===== src/rtl/ui_uart_pkg.sv =====
// ui_uart_pkg: shared FSM/parity types and legal parameter ranges for the UART receiver
package ui_uart_pkg;
  localparam int DATA_BITS_MIN = 5;
  localparam int DATA_BITS_MAX = 9;
  localparam int OVERSAMPLE_MIN = 8;
  localparam int OVERSAMPLE_MAX = 32;
  typedef enum logic [2:0] {
    IDLE,
    START,
    DATA,
    PARITY,
    STOP1,
    STOP2,
    BRK_WAIT
  } rx_state_e;
  typedef enum logic [1:0] {
    PAR_NONE = 2'b00,
    PAR_EVEN = 2'b01,
    PAR_ODD  = 2'b10,
    PAR_RSVD = 2'b11
  } parity_e;
  function automatic logic parity_on(input parity_e m);
    return m == PAR_EVEN || m == PAR_ODD;
  endfunction
endpackage


===== src/rtl/ui_uart_rx_out_reg.sv =====
// ui_uart_rx_out_reg: holds the received character and flags behind a valid/ready handshake
module ui_uart_rx_out_reg #(
  parameter int DATA_BITS = 8
) (
  input  logic                 clk,
  input  logic                 rst,
  input  logic                 load,
  input  logic [DATA_BITS-1:0] data,
  input  logic                 par_err,
  input  logic                 frm_err,
  input  logic                 rx_ready,
  output logic [DATA_BITS-1:0] rx_data,
  output logic                 rx_valid,
  output logic                 rx_par_err,
  output logic                 rx_frm_err,
  output logic                 ovr_err
);
  // a full register only takes a new character when it is being drained this same clk
  always_ff @(posedge clk) begin
    if (rst) begin
      rx_data    <= '0;
      rx_valid   <= 1'b0;
      rx_par_err <= 1'b0;
      rx_frm_err <= 1'b0;
      ovr_err    <= 1'b0;
    end else begin
      ovr_err <= load && rx_valid && !rx_ready;
      if (load && (!rx_valid || rx_ready)) begin
        rx_data    <= data;
        rx_par_err <= par_err;
        rx_frm_err <= frm_err;
        rx_valid   <= 1'b1;
      end else if (rx_ready) begin
        rx_valid <= 1'b0;
      end
    end
  end
endmodule


===== src/rtl/ui_uart_rx_cfg.sv =====
// ui_uart_rx_cfg: oversampling UART receiver with runtime parity/stop config, break and overrun detection
module ui_uart_rx_cfg
  import ui_uart_pkg::*;
#(
  parameter int DATA_BITS  = 8,
  parameter int OVERSAMPLE = 16
) (
  input  logic                 clk,
  input  logic                 rst,
  input  logic                 baud_en,
  input  logic                 rxd_clk_sys,
  input  logic [1:0]           parity_mode,
  input  logic                 stop2,
  output logic [DATA_BITS-1:0] rx_data,
  output logic                 rx_valid,
  input  logic                 rx_ready,
  output logic                 rx_par_err,
  output logic                 rx_frm_err,
  output logic                 ovr_err,
  output logic                 brk_det
);
  localparam int CW = $clog2(OVERSAMPLE);
  localparam int BW = $clog2(DATA_BITS) + 1;
  localparam logic [CW-1:0] HALF = CW'(OVERSAMPLE / 2 - 1);
  localparam logic [CW-1:0] FULL = CW'(OVERSAMPLE - 1);
  localparam logic [BW-1:0] LAST = BW'(DATA_BITS - 1);
  rx_state_e            state;
  logic [CW-1:0]        cnt;
  logic [BW-1:0]        bit_cnt;
  logic [DATA_BITS-1:0] shreg;
  parity_e              pmode;
  logic                 two_stop;
  logic                 par_bit;
  logic                 stop1_low;
  logic                 last_stop;
  logic                 is_brk;
  logic                 frm_now;
  logic                 par_now;
  logic                 load;
  // last stop sample closes the character; break needs every sampled bit low
  always_comb begin
    last_stop = (state == STOP1 && !two_stop) || state == STOP2;
    is_brk    = shreg == '0 && (!parity_on(pmode) || !par_bit) && !rxd_clk_sys &&
                (state == STOP1 || stop1_low);
    frm_now   = !rxd_clk_sys || (state == STOP2 && stop1_low);
    par_now   = pmode == PAR_EVEN ? ^shreg ^ par_bit :
                pmode == PAR_ODD  ? ~(^shreg ^ par_bit) : 1'b0;
    load      = baud_en && cnt == '0 && last_stop && !is_brk;
  end
  always_ff @(posedge clk) begin
    if (rst) begin
      state     <= IDLE;
      cnt       <= '0;
      bit_cnt   <= '0;
      shreg     <= '0;
      pmode     <= PAR_NONE;
      two_stop  <= 1'b0;
      par_bit   <= 1'b0;
      stop1_low <= 1'b0;
      brk_det   <= 1'b0;
    end else begin
      brk_det <= 1'b0;
      if (baud_en) begin
        case (state)
          IDLE: if (!rxd_clk_sys) begin
            state <= START;
            cnt   <= HALF;
          end
          START: if (cnt != '0) cnt <= cnt - 1'b1;
          else if (!rxd_clk_sys) begin
            state    <= DATA;
            cnt      <= FULL;
            bit_cnt  <= '0;
            pmode    <= parity_e'(parity_mode);
            two_stop <= stop2;
          end else state <= IDLE;
          DATA: if (cnt != '0) cnt <= cnt - 1'b1;
          else begin
            shreg   <= {rxd_clk_sys, shreg[DATA_BITS-1:1]};
            cnt     <= FULL;
            bit_cnt <= bit_cnt + 1'b1;
            if (bit_cnt == LAST) state <= parity_on(pmode) ? PARITY : STOP1;
          end
          PARITY: if (cnt != '0) cnt <= cnt - 1'b1;
          else begin
            par_bit <= rxd_clk_sys;
            cnt     <= FULL;
            state   <= STOP1;
          end
          STOP1: if (cnt != '0) cnt <= cnt - 1'b1;
          else if (two_stop) begin
            stop1_low <= !rxd_clk_sys;
            cnt       <= FULL;
            state     <= STOP2;
          end else begin
            state   <= is_brk ? BRK_WAIT : IDLE;
            brk_det <= is_brk;
          end
          STOP2: if (cnt != '0) cnt <= cnt - 1'b1;
          else begin
            state   <= is_brk ? BRK_WAIT : IDLE;
            brk_det <= is_brk;
          end
          BRK_WAIT: if (rxd_clk_sys) state <= IDLE;
          default: state <= IDLE;
        endcase
      end
    end
  end
  ui_uart_rx_out_reg #(.DATA_BITS(DATA_BITS)) u_out (
    .clk(clk),
    .rst(rst),
    .load(load),
    .data(shreg),
    .par_err(par_now),
    .frm_err(frm_now),
    .rx_ready(rx_ready),
    .rx_data(rx_data),
    .rx_valid(rx_valid),
    .rx_par_err(rx_par_err),
    .rx_frm_err(rx_frm_err),
    .ovr_err(ovr_err)
  );
endmodule


===== config.mk =====
export PLATFORM = sky130hd
export DESIGN_NAME = ui_uart_rx_cfg
export DESIGN_NICKNAME = d
export VERILOG_FILES = /design/src/rtl/ui_uart_pkg.sv /design/src/rtl/ui_uart_rx_out_reg.sv /design/src/rtl/ui_uart_rx_cfg.sv
export SDC_FILE = /design/constraint.sdc
export NUM_CORES = 1
export LEC_CHECK = 0
export ABC_AREA = 0
export CAP_MARGIN = 5
export CORE_MARGIN = 8
export CORE_UTILIZATION = 30
export CTS_CLUSTER_SIZE = 20
export DETAILED_ROUTE_END_ITERATION = 8
export PLACE_DENSITY = 0.59
export RECOVER_POWER = 50
export SYNTH_ARGS = -nofsm -noshare
export SYNTH_HDL_FRONTEND = slang
export SYNTH_HIERARCHICAL = 1
export SYNTH_SLANG_ARGS = --single-unit

===== constraint.sdc =====
create_clock -name clk -period 2.5 [get_ports clk]
set_input_delay 0.375 -clock clk [delete_from_list [all_inputs] [get_ports clk]]
set_output_delay 0.375 -clock clk [all_outputs]
set_load 0.1 [all_outputs]

==> key figures, run 1 <==
Logic synthesis
  – Top_reg_cell synth: dfxtp_1
  – Synthesized flop and latch total: 37
  – Largest family of logic cells by synthesized area: simple AND/OR/NAND/NOR gates
  – Mapped Avg Cell Area: 8.41 um^2
  – Mapped cell area: 0.00203 mm^2
  – Post-synth top area share: 0.365
  – Count leader, synth: dfxtp_1
  – Post-synth ARST share: 0
  – Area share of and/or/nand/nor cells after synthesis: 0.269
  – Distinct cells, synth: 48
  – Dominant cell type by area after synthesis: dfxtp_1
  – Top cells by count, synth: dfxtp_1 (37), nand2b_1 (26), nand2_1 (24)
  – Adder-cell share of the synthesized area: 0.0556
  – Synth area leaders: dfxtp_1 (37%), nand2b_1 (8.0%), mux2i_1 (6.9%)
  – Compound-Gate Fraction of Synth Area: 0.146
  – Synth Instances: 241
  – Sequential area share after synthesis: 0.365
  – Xor-xnor portion of the synthesized cell area: 0.0173
  – Syn_nets: 258
  – Post-synth EDFFs: 0
  – Mux share of post-synthesis cell area: 0.0802
  – Ys Warns: 6

Floorplan
  – Cell Rows: 30
  – Io pins: 21
  – Die area: 0.00964 mm^2
  – Die Ht: 98.2 um
  – Die X: 98.2 um
  – Initial Util: 0.303
  – Core Area: 0.00668 mm^2

STA
  – Slew HR: 0.216
  – Hold Violations, Final: 0
  – Setup TNS Final: 0 ns
  – Min cycle time layout: 2.14 ns
  – Final setup violating endpoints: 0
  – RSZ-0062 raised after global routing: no
  – Slew @ Worst Pin: 1.18 ns
  – Crit share post-route: 0.857
  – Final setup skew: 0.00783 ns
  – Final max-slew violation count: 0
  – Achievable Freq: 0.467 GHz

Detailed routing
  – Via density: 4.93
  – Initial DRC Count: 101
  – Vias post-DR: 1700
  – DR WL/cell: 12.7 um
  – ANT nets after route: 0
  – Drt pass-1 iters: 6
  – DRC violations left: 0
  – Detailed Route WL: 4.38 mm

CTS
  – Total CTS buffers: 5
  – Post-CTS sizing: 0
  – Post-CTS Hold Buffers: 0
  – Clk buf depth: 2
  – H-tree levels: 2
  – CTS tree: built
  – Post-CTS Setup Bufs: 0
  – Worst-path clk slew: 0.08 ns
  – Clk Latency, worst-skew pair: 0.29 ns
  – Sinks on Clock Net: 37
  – Root Driver: clkbuf_8

Power and ir drop
  – Peak VDD IR: 0.204 mV
  – Net Sw Power: 336 uW
  – Combinational power share: 0.114
  – Reg power frac: 0.444
  – Sw Ratio: 0.239
  – Internal: 1.07 mW
  – Tot Pwr: 1.41 mW
  – Clk pwr share: 0.442
  – P per Cell Area: 593 mW/mm^2
  – Leak: 0.813 nW

Worst setup path
  – Crit Path Max Fanout: 9
  – Crit path kind: flop to flop
  – WP data arrival: 2.36 ns
  – R2r worst-path depth: 6
  – Critical Path Sink Type: flop
  – Crit path required time: 2.72 ns
  – Startpoint Class: flop
  – Critical path origin: cnt[0]$_SDFFE_PP0P_
  – R2R Path Start: cnt[0]$_SDFFE_PP0P_

Worst hold path
  – Hold Path Depth: 2
  – Hold crit path type: flop to flop
  – Hold Startpoint: u_out/rx_par_err$_SDFFE_PP0P_

Layout
  – Ant. Diodes: 0
  – Layout cell share with drive strength beyond 1: 0.0830
  – Synthesis-to-finish area growth: 17.2%
  – Layout net count: 281

GRT
  – Vias in the first global route: 1578
  – Largest net degree at the start of global routing: 24
  – First-pass GRT wire length: 7.45 mm
  – GRT Total Usage: 0.0930
  – Initial antenna violation count: 0
  – Global route total overflow: 0

Place
  – Final HPWL DP: 3.19 mm
  – Routability cong.: 0.848
  – Port-buffer cells: 20

Status
  – Status: completed

Flow run
  – Max-cap viol count: 0
==> critical path: stages (launching register included) <==
cell	delay, ns
dfxtp_1	0.32
inv_1	0.10
ha_1	0.16
or3b_1	0.48
or4_4	0.60
and2_4	0.19
a221oi_2	0.22
==> state kept, by name, indices dropped and copies added (netlist names) <==
signal / count
shreg: 8
u_out/rx_frm_err: 1
u_out/ovr_err: 1
cnt: 4
u_out/rx_valid: 1
brk_det: 1
stop1_low: 1
state: 3
pmode: 2
u_out/rx_data: 8
par_bit: 1
u_out/rx_par_err: 1
bit_cnt: 4
two_stop: 1
==> cell type report <==
class                      instances  area (um^2)
fill                             698         4310
multi-input combinational        172         1150
sequential                        37          741
timing repair buffer              30          183
tap                               80          100
clock buffer                       5         68.8
inverter                          18         67.6
clock inverter                     3         65.1
==> layer usage <==
metal | vias up | share of wire | track usage
met2 | 27 | 0.43 | 0.141
met4 | 0 | 0.016 | 0.0366
met5 | - | 0 | 0
met1 | 786 | 0.50 | 0.118
li1 | 882 | - | -
met3 | 5 | 0.049 | 0.0313
==> cells in the final DEF (no fill, tap or decap), types with 2 or more instances in the layout <==
master	n
nor2b_1	4
o21ai_0	2
clkdlybuf4s50_1	7
nand3b_1	3
nand2b_1	26
bufinv_16	2
o21a_1	2
nand4_1	2
inv_1	18
a211oi_1	2
a2111oi_0	2
nor2_1	11
clkbuf_1	16
and2_1	2
mux2i_1	14
nand2_1	24
o32ai_1	3
nor3_1	6
a21oi_1	20
clkbuf_8	5
mux2_2	2
and3_1	2
nor4_1	2
dfxtp_1	37
xnor2_1	3
nand3_1	7
a31oi_1	2
ha_1	9
o211ai_1	2
or3_1	2
buf_4	7
==> metrics by stage <==
step	utilization	setup slack (ns)	std cells	instance area, um^2	hold slack (ns)
after global placement	0.344	0.350	337	2300	0.465
after CTS	0.364	0.364	345	2430	0.481
final	0.355	0.357	345	2370	0.475
after global routing	0.355	0.199	345	2370	0.494
after detailed placement	0.344	0.323	337	2300	0.463
after floorplan	-	0.488	241	2030	0.450
==> power by group through the flow <==
| stage | Combinational [mW] | Sequential, mW | Clock (mW) |
|---|---|---|---|
| after floorplan | 0.129 | 0.626 | 0 |
| after global placement | 0.163 | 0.638 | 0 |
| after detailed placement | 0.163 | 0.638 | 0 |
| after CTS | 0.164 | 0.623 | 0.639 |
| after global routing | 0.180 | 0.627 | 0.667 |
| final | 0.161 | 0.624 | 0.622 |
==> cells by family after synthesis <==
family,Yosys count
compound gates,44
xor+xnor,4
fa+ha+maj,9
buf+inv,32
flops,37
mux,16
simple gates,99
==> worst paths after layout <==
check	slack, ns	to
worst max-delay path	0.36	cnt[2]$_SDFFE_PP0P_
worst min-delay path	0.48	u_out/rx_par_err$_SDFFE_PP0P_
worst max register to register	0.36	cnt[2]$_SDFFE_PP0P_
worst min register to register	0.48	u_out/rx_par_err$_SDFFE_PP0P_
(Power assumes the default switching activity.)
==> inputs of run 2 (changes only) <==
- CTS_BUF_LIST: default -> sky130_fd_sc_hd__clkbuf_16
==> key figures, run 2 (synthesis gave the netlist of run 1 again) <==
GRT
  – First-pass GRT wire length: 7.51 mm (+0.83%)
  – Largest net degree at the start of global routing: 24 (unchanged)
  – Vias in the first global route: 1579 (+0.063%)
  – Global route total overflow: 0 (unchanged)
  – Initial antenna violation count: 0 (unchanged)
  – GRT Total Usage: 0.0939 (+0.000890)

STA
  – Hold Violations, Final: 0 (unchanged)
  – Slew HR: 0.216 (about the same)
  – Min cycle time layout: 2.13 ns (-0.0110 ns)
  – Final setup violating endpoints: 0 (unchanged)
  – Final worst setup slack: 0.368 ns (+0.0110 ns)
  – Achievable Freq: 0.469 GHz (+0.51%)
  – Final max-slew violation count: 0 (unchanged)
  – Final setup skew: 0.00531 ns (-0.00252 ns)
  – Setup TNS Final: 0 ns (unchanged)
  – RSZ-0062 raised after global routing: no
  – Slew @ Worst Pin: 1.18 ns (-0.00000101 ns)
  – Crit share post-route: 0.853 (-0.00438)

CTS
  – Post-CTS Setup Bufs: 0 (unchanged)
  – Worst-path clk slew: 0.06 ns (-0.02 ns)
  – Total CTS buffers: 5 (unchanged)
  – Sinks on Clock Net: 37 (unchanged)
  – CTS tree: built
  – Clk buf depth: 2 (unchanged)
  – Root Driver: clkbuf_16
  – Post-CTS Hold Buffers: 0 (unchanged)
  – Clk Latency, worst-skew pair: 0.28 ns (about the same)
  – H-tree levels: 2 (unchanged)
  – Post-CTS sizing: 0 (unchanged)

Detailed routing
  – DR top layer: met4
  – Vias post-DR: 1706 (+0.35%)
  – Detailed Route WL: 4.40 mm (+0.53%)
  – DRC violations left: 0 (unchanged)
  – Metal-1 WL: 2.20 mm (-0.23%)
  – DR WL/cell: 12.8 um (+0.53%)
  – ANT nets after route: 0 (unchanged)
  – Via density: 4.94 (+0.35%)
  – Drt pass-1 iters: 4 (-2)
  – Metal2 WL: 1.93 mm (+2.3%)
  – Initial DRC Count: 102 (+0.99%)
  – WL met3: 216 um (unchanged)

Power and ir drop
  – Net Sw Power: 355 uW (+5.6%)
  – Combinational power share: 0.101 (-0.013)
  – Tot Pwr: 1.60 mW (+14%)
  – Internal: 1.25 mW (+16%)
  – Clk pwr share: 0.508 (+0.066)
  – Peak VDD IR: 0.271 mV (+33%)
  – Reg power frac: 0.391 (-0.053)
  – Sw Ratio: 0.222 (-0.0170)
  – Leak: 0.839 nW (+3.2%)
  – P per Cell Area: 658 mW/mm^2 (+11%)

Worst setup path
  – Crit path kind: flop to flop
  – Crit Path Max Fanout: 9 (unchanged)
  – WP data arrival: 2.33 ns (-0.03 ns)
  – R2R Path Start: cnt[0]$_SDFFE_PP0P_
  – Startpoint Class: flop
  – Critical Path Sink Type: flop
  – Crit path required time: 2.70 ns (-0.02 ns)
  – Critical path origin: cnt[0]$_SDFFE_PP0P_

Status
  – Status: completed

Layout
  – Final core occ: 0.364 (+0.00843)
  – Commonest non-fill, non-tap cell in the layout: dfxtp_1
  – Ant. Diodes: 0 (unchanged)
  – Non-Filler Instances: 345 (unchanged)
  – Top flop regs: shreg x8, u_out/rx_data x8
  – Synthesis-to-finish area growth: 19.9%
  – Layout cell share with drive strength beyond 1: 0.0830 (unchanged)
  – Commonest cells after routing, fill and taps aside: dfxtp_1 (37), nand2b_1 (26), nand2_1 (24), a21oi_1 (20), inv_1 (18)
  – Layout net count: 281 (unchanged)

Floorplan
  – Die X: 98.2 um (unchanged)
  – Io pins: 21 (unchanged)
  – Initial Util: 0.303 (unchanged)
  – Die area: 0.00964 mm^2 (unchanged)
  – Cell Rows: 30 (unchanged)
  – Core Area: 0.00668 mm^2 (unchanged)
  – Die Ht: 98.2 um (unchanged)

Place
  – Final HPWL DP: 3.19 mm (unchanged)
  – Routability cong.: 0.848 (unchanged)
  – Port-buffer cells: 20 (unchanged)
  – Place WS: 0.323 ns (unchanged)
  – Dpl cells: 337 (unchanged)

Worst hold path
  – Hold crit path type: flop to flop
  – Hold Startpoint: u_out/rx_par_err$_SDFFE_PP0P_

Flow run
  – Max-cap viol count: 0 (unchanged)
run 2: cell counts in the layout (fill, tap and decap cells not counted):
No cell type changed its count.
run 2: path summary, 6_finish.rpt:
kind | slack, ns | cells past startpoint | end
max | 0.37 | 6 | cnt[2]$_SDFFE_PP0P_
min | 0.47 | 2 | u_out/rx_par_err$_SDFFE_PP0P_
max reg2reg | 0.37 | 6 | cnt[2]$_SDFFE_PP0P_
min reg2reg | 0.47 | 2 | u_out/rx_par_err$_SDFFE_PP0P_
run 2: cell type report:
cell class / instances / area [um^2]
clock inverters: 3 / 65.1
flip-flops and latches: 37 / 741
fillers: 690 / 4250
repair buffers: 30 / 183
multi-input cells: 172 / 1150
inverters: 18 / 67.6
clock buffers: 5 / 125
well taps: 80 / 100
run 2: critical path, stage by stage (launching register included):
cell and delay (ns):
dfxtp_1 0.32, inv_1 0.09, ha_1 0.16, or3b_1 0.48
or4_4 0.60, and2_4 0.19, a221oi_2 0.22
run 2: routing by layer:
metal,up-vias,track usage
li1,884,-
met1,786,0.119
met2,31,0.143
met3,5,0.0313
met4,0,0.0366
met5,-,0
run 2: through the flow:
stage	instance area, um^2	hold slack (ns)
6_report	2430	0.473
5_1_grt	2430	0.490
4_1_cts	2490	0.478
3_5_place_dp	2300	0.463
3_3_place_gp	2300	0.465
2_1_floorplan	2030	0.450
run 2: power by group through the flow:
stage               clock, mW  sequential (mW)  combinational [mW]
finish                  0.814            0.625               0.161
global route            0.861            0.628               0.181
global placement            0            0.638               0.163
CTS                     0.829            0.624               0.165
floorplan                   0            0.626               0.129
detailed placement          0            0.638               0.163
